===== src/rtl/ex_port_pkg.sv =====
// Shared types and helpers for the external-port peripherals of the 6502 subsystem.
package ex_port_pkg;

  typedef enum logic [2:0] {IDLE, SHIFT_LO, SHIFT_HI, LATCH, GAP} state_e;

  function automatic int unsigned calc_half_div(input int unsigned clk_hz,
                                                input int unsigned sclk_hz);
    return clk_hz / (2 * sclk_hz);
  endfunction

endpackage


===== src/rtl/clk_en_div.sv =====
// Clock-enable divider: tick_o is high on the last cycle of every DIV-cycle period.
module clk_en_div #(
  parameter int unsigned DIV = 25
) (
  input  logic clk_i,
  input  logic reset_i,
  input  logic clear_i,
  output logic tick_o
);

  localparam int unsigned CW = (DIV > 1) ? $clog2(DIV) : 1;
  localparam logic [CW-1:0] LAST = CW'(DIV - 1);

  logic [CW-1:0] cnt_q, cnt_d;

  always_comb begin
    cnt_d = cnt_q + CW'(1);
    if (clear_i || (cnt_q == LAST)) cnt_d = '0;
  end

  always_ff @(posedge clk_i or posedge reset_i) begin
    if (reset_i) cnt_q <= '0;
    else         cnt_q <= cnt_d;
  end

  assign tick_o = (cnt_q == LAST);

endmodule


===== src/rtl/ex_data_serializer.sv =====
// Shifts the 6502 ex_data register out MSB-first to a 74HC595-style shift register,
// re-sending only when the value changes (plus one forced frame after reset).
module ex_data_serializer #(
  parameter int unsigned FPGAClkSpeed  = 50000000,
  parameter int unsigned ShiftClkSpeed = 1000000,
  parameter int unsigned data_width    = 8
) (
  input  logic                  clk_i,
  input  logic                  reset_i,
  input  logic [data_width-1:0] data_i,
  output logic                  sr_clk_o,
  output logic                  sr_data_o,
  output logic                  sr_latch_o,
  output logic                  busy_o
);
  import ex_port_pkg::*;

  localparam int unsigned HALF_DIV = calc_half_div(FPGAClkSpeed, ShiftClkSpeed);
  localparam int unsigned BW       = (data_width > 1) ? $clog2(data_width) : 1;

  if (HALF_DIV == 0) begin : g_div_check
    $error("ex_data_serializer: ShiftClkSpeed too high, half period below one clock");
  end

  state_e                state_q, state_d;
  logic [data_width-1:0] shadow_q, shadow_d;
  logic [data_width-1:0] last_q, last_d;
  logic                  force_q, force_d;
  logic [BW-1:0]         bit_cnt_q, bit_cnt_d;
  logic                  sr_clk_q, sr_clk_d;
  logic                  sr_data_q, sr_data_d;
  logic                  sr_latch_q, sr_latch_d;
  logic                  busy_q, busy_d;
  logic                  tick;
  logic                  clear;

  // Restart the half-period count on every state entry so each phase is exactly HALF_DIV long.
  assign clear = (state_d != state_q);

  clk_en_div #(.DIV(HALF_DIV)) u_div (
    .clk_i   (clk_i),
    .reset_i (reset_i),
    .clear_i (clear),
    .tick_o  (tick)
  );

  always_comb begin
    state_d    = state_q;
    shadow_d   = shadow_q;
    last_d     = last_q;
    force_d    = force_q;
    bit_cnt_d  = bit_cnt_q;
    sr_clk_d   = sr_clk_q;
    sr_data_d  = sr_data_q;
    sr_latch_d = sr_latch_q;
    busy_d     = busy_q;
    unique case (state_q)
      IDLE: begin
        if ((data_i != last_q) || force_q) begin
          shadow_d  = data_i;
          last_d    = data_i;
          force_d   = 1'b0;
          bit_cnt_d = BW'(data_width - 1);
          sr_data_d = data_i[data_width-1];
          busy_d    = 1'b1;
          state_d   = SHIFT_LO;
        end
      end
      SHIFT_LO: begin
        if (tick) begin
          sr_clk_d = 1'b1;
          state_d  = SHIFT_HI;
        end
      end
      SHIFT_HI: begin
        if (tick) begin
          sr_clk_d = 1'b0;
          if (bit_cnt_q == '0) begin
            sr_latch_d = 1'b1;
            state_d    = LATCH;
          end else begin
            bit_cnt_d = bit_cnt_q - BW'(1);
            shadow_d  = shadow_q << 1;
            sr_data_d = shadow_d[data_width-1];
            state_d   = SHIFT_LO;
          end
        end
      end
      LATCH: begin
        if (tick) begin
          sr_latch_d = 1'b0;
          state_d    = GAP;
        end
      end
      GAP: begin
        if (tick) begin
          busy_d  = 1'b0;
          state_d = IDLE;
        end
      end
      default: state_d = IDLE;
    endcase
  end

  always_ff @(posedge clk_i or posedge reset_i) begin
    if (reset_i) begin
      state_q    <= IDLE;
      shadow_q   <= '0;
      last_q     <= '0;
      force_q    <= 1'b1;
      bit_cnt_q  <= '0;
      sr_clk_q   <= 1'b0;
      sr_data_q  <= 1'b0;
      sr_latch_q <= 1'b0;
      busy_q     <= 1'b0;
    end else begin
      state_q    <= state_d;
      shadow_q   <= shadow_d;
      last_q     <= last_d;
      force_q    <= force_d;
      bit_cnt_q  <= bit_cnt_d;
      sr_clk_q   <= sr_clk_d;
      sr_data_q  <= sr_data_d;
      sr_latch_q <= sr_latch_d;
      busy_q     <= busy_d;
    end
  end

  assign sr_clk_o   = sr_clk_q;
  assign sr_data_o  = sr_data_q;
  assign sr_latch_o = sr_latch_q;
  assign busy_o     = busy_q;

endmodule


===== config.mk =====
export PLATFORM = sky130hd
export DESIGN_NAME = ex_data_serializer
export DESIGN_NICKNAME = d
export VERILOG_FILES = /design/src/rtl/ex_port_pkg.sv /design/src/rtl/clk_en_div.sv /design/src/rtl/ex_data_serializer.sv
export SDC_FILE = /design/constraint.sdc
export NUM_CORES = 1
export LEC_CHECK = 0
export CORE_AREA = 10 10 66 68
export CTS_BUF_LIST = sky130_fd_sc_hd__clkbuf_16
export DETAILED_ROUTE_END_ITERATION = 8
export DIE_AREA = 0 0 76 78
export PLACE_DENSITY_LB_ADDON = 0.3
export SLEW_MARGIN = 25
export SYNTH_ARGS = -nofsm -noshare
export SYNTH_HDL_FRONTEND = slang
export SYNTH_SLANG_ARGS = --single-unit
export TNS_END_PERCENT = 50

===== constraint.sdc =====
create_clock -name clk_i -period 1.78 [get_ports clk_i]
set_clock_uncertainty 0.05 [all_clocks]
set_input_delay 0.356 -clock clk_i [delete_from_list [all_inputs] [get_ports clk_i]]
set_output_delay 0.356 -clock clk_i [all_outputs]
set_load 0.01 [all_outputs]

==> metrics.md <==
| Metric | Value |
|---|---|
| HPWL after DPL | `2330 um` |
| Synth cell types | `33` |
| Final WL | `approximately 3400 um` |
| Fin crit period | `between 1.5 and 2 ns` |
| Routability cong. | `0.841` |
| Status | `complete, but fails checks` |
| Largest area contributor in the netlist | `dfrtp_1` |
| Max incr delay on CP | `roughly 0.39 ns` |
| Least-Margin Pin Slew | `0.395 ns` |
| Die Ht | `78 um` |
| Final Hold Vio Count | `0` |
| Die ar. | `5930 um^2` |
| Tot Pwr | `1.71 mW` |
| First-pass GRT wire length | `5660 um` |
| Clock transition at path regs | `0.05 ns` |
| Fin util | `between 60% and 70%` |
| Via density | `roughly 5` |
| Critical path's slowest cell | `nor4_4` |
| Critical setup path kind | `flip-flop to flip-flop` |
| Max Cap Viol | `0` |
| Final TNS setup | `-0.0235 ns` |
| WL per Instance | `15.1 um` |
| TritonCTS clock tree | `yes` |
| Required time of the critical path | `around 1.9 ns` |
| RSZ-0062 raised after global routing | `true` |
| Core box area | `3180 um^2` |
| CTS Buf Count | `5` |
| Commonest cells after routing, fill and taps aside | `30 x dfrtp_1, 28 x buf_4, 9 x clkdlybuf4s50_1` |
| CTS Buffer Depth | `2` |
| CTS root buf | `clkbuf_16` |
| Final setup fails | `1` |
| Initial DRC Count | `61` |
| Crit-path cells | `inv_1 > ha_1 > nand4b_1 > nor4_4 > buf_6 > nor2b_1 > mux2_4` |
| Initial core utilization | `47.5%` |
| Vias in the first global route | `1229` |
| GR Util All Layers | `11.6%` |
| Worst-Skew Late Latency | `0.27 ns` |
| PortBufs | `13` |
| Cells after DPL | `210` |
| Fin cells | `about 220` |
| Mapped Area | `1510 um^2` |
| CP Buf/Inv Count | `2` |
| Leakage | `1.04 nW` |
| CP Data Arrival Time | `1.91 ns` |
| Tcrit/Tclk final | `101%` |
| Avg Cell Area, Syn | `11.6 um^2` |
| Final Max Tran Viols | `0` |
| Layout Nets | `190` |
| Critical path's top delay family | `simple AND/OR/NAND/NOR gates` |
| Max FO, Critical Path | `6` |
| Cts hold-fix bufs | `0` |
| VDD IR max | `around 0.00055 V` |
| Failing checks | `negative setup slack` |
| TritonRoute pass-1 iters | `4` |
| CTS H-tree lvls | `2` |
| Final ANT Viol Nets | `0` |
| Area Growth Syn to Fin | `40.7%` |
| Initial antenna violation count | `0` |
| HP Class | `flip-flop to flip-flop` |
| DRC viols | `0` |
| Filler cell count | `around 230` |
| FP Rows | `21` |
| Final WS setup | `-0.0235 ns` |
| Cells after Synth | `130` |
| Layout cells sized above 1 | `34.5%` |
| Fmax achieved | `roughly 0.55 GHz` |
| # diodes | `0` |
| Setup crit start kind | `flip-flop` |
| Largest net degree at the start of global routing | `32` |
| Yosys Warn Count | `0` |
| Sequential fraction of the synthesis area | `51.4%` |
| Leading post-synthesis cells by cell area | `dfrtp_1 50%, mux2_2 6.7%, xnor2_1 4.6%, o221a_1 3.7%, ha_1 3.3%` |
| Commonest non-fill, non-tap cell in the layout | `dfrtp_1` |
| Syn Nets | `144` |
| Vias | `1120` |
| Pwr Density | `804 nW/um^2` |
| Yosys top cell area share | `49.7%` |
| Clk sink count | `31` |
| Die X-Extent | `76 um` |
| Congestion Overflow GR | `0` |
| Dpl ws | `-0.391 ns` |
| Io pins | `14` |
| Relative slew slack | `73.6%` |
| Crit path capture type | `flip-flop` |
| Yosys reg bits | `31` |
==> metal layers <==
| layer | GRT usage (%) | wire, um | part of all wire, % |
|---|---|---|---|
| met4 | 4.55 | 26 | 0.77 |
| met3 | 3.34 | 111 | 3.3 |
| met1 | 13.9 | 1510 | 45 |
| met5 | 0 | 0 | 0 |
| met2 | 19.1 | 1720 | 51 |
==> flip-flops by register name, indices dropped and copies added, names as in the netlist <==
signal,flops
shadow_q,7
u_div.cnt_q,5
bit_cnt_q,3
last_q,8
force_q,1
sr_latch_o,1
sr_data_o,1
state_q,3
busy_o,1
sr_clk_o,1
==> kinds of logic after synthesis <==
kind of cell / synth area share, %
xor+xnor: 6.96
simple gates: 15.8
compound gates: 11.2
fa+ha+maj: 3.31
buf+inv: 4.56
mux: 6.71
flops: 51.5
==> report_power, final <==
| group | switching, mW | total (mW) | internal (mW) |
|---|---|---|---|
| combinational | 0.0312 | 0.0660 | 0.0348 |
| sequential | 0 | 0.706 | 0.706 |
| clock | 0.285 | 0.936 | 0.651 |
==> worst paths after layout <==
path,from,endpoint,slack [ns],cells after the start
max,u_div.cnt_q[1]$_DFF_PP0_,shadow_q[0]$_DFFE_PP0P_,-0.02,7
max in group asynchronous,reset_i,force_q$_DFFE_PP1P_,0.95,3
min reg2reg,bit_cnt_q[0]$_DFFE_PP0P_,bit_cnt_q[0]$_DFFE_PP0P_,0.39,1
min in group asynchronous,reset_i,last_q[0]$_DFFE_PP0P_,0.41,3
max reg2reg,u_div.cnt_q[1]$_DFF_PP0_,shadow_q[0]$_DFFE_PP0P_,-0.02,7
min,bit_cnt_q[0]$_DFFE_PP0P_,bit_cnt_q[0]$_DFFE_PP0P_,0.39,1
==> cell type report <==
type | instances | area [um^2] | share of cell area [%]
Multi-Input combinational cell | 88 | 718 | 33.8
Tap cell | 46 | 57.6 | 2.71
Clock inverter | 3 | 38.8 | 1.83
Inverter | 5 | 18.8 | 0.883
Clock buffer | 5 | 125 | 5.89
Sequential cell | 31 | 777 | 36.6
Timing Repair Buffer | 45 | 389 | 18.3
==> stage by stage <==
| step | hold WS [ns] | instance area, um^2 |
|---|---|---|
| 2_1_floorplan | 0.365 | 1510 |
| 3_3_place_gp | 0.376 | 1850 |
| 3_5_place_dp | 0.386 | 1850 |
| 4_1_cts | 0.391 | 2090 |
| 5_1_grt | 0.411 | 2120 |
| 6_report | 0.390 | 2120 |
==> what timing repair did <==
item	in CTS	in global routing
pin swaps	5	5
buffers inserted	5	0
resized for setup	12	6
endpoints found under the setup margin	13	16
==> worst register-to-register path: cells and delay by family, from the launching register on <==
kind	cells	cell delay, ns
buf+inv	2	0.25
mux	1	0.25
simple gates	3	0.62
flops	1	0.38
fa+ha+maj	1	0.13
==> synthesized netlist by cell type (all sizes together) <==
library cell / number
a22oi: 1
ha: 4
o221a: 7
nor4: 1
nand4: 1
o21ai: 6
o31ai: 1
nor3b: 1
and2b: 1
xor2: 4
xnor2: 8
dfstp: 1
buf: 4
nand2: 7
inv: 5
nand4b: 1
nor2b: 3
nand3: 4
and2: 2
nor3: 2
dfrtp: 30
a21oi: 6
a32o: 1
clkbuf: 2
mux2: 9
or3b: 1
nor2: 7
nand2b: 8
and3: 2
Power figures use the tool's default switching activity.
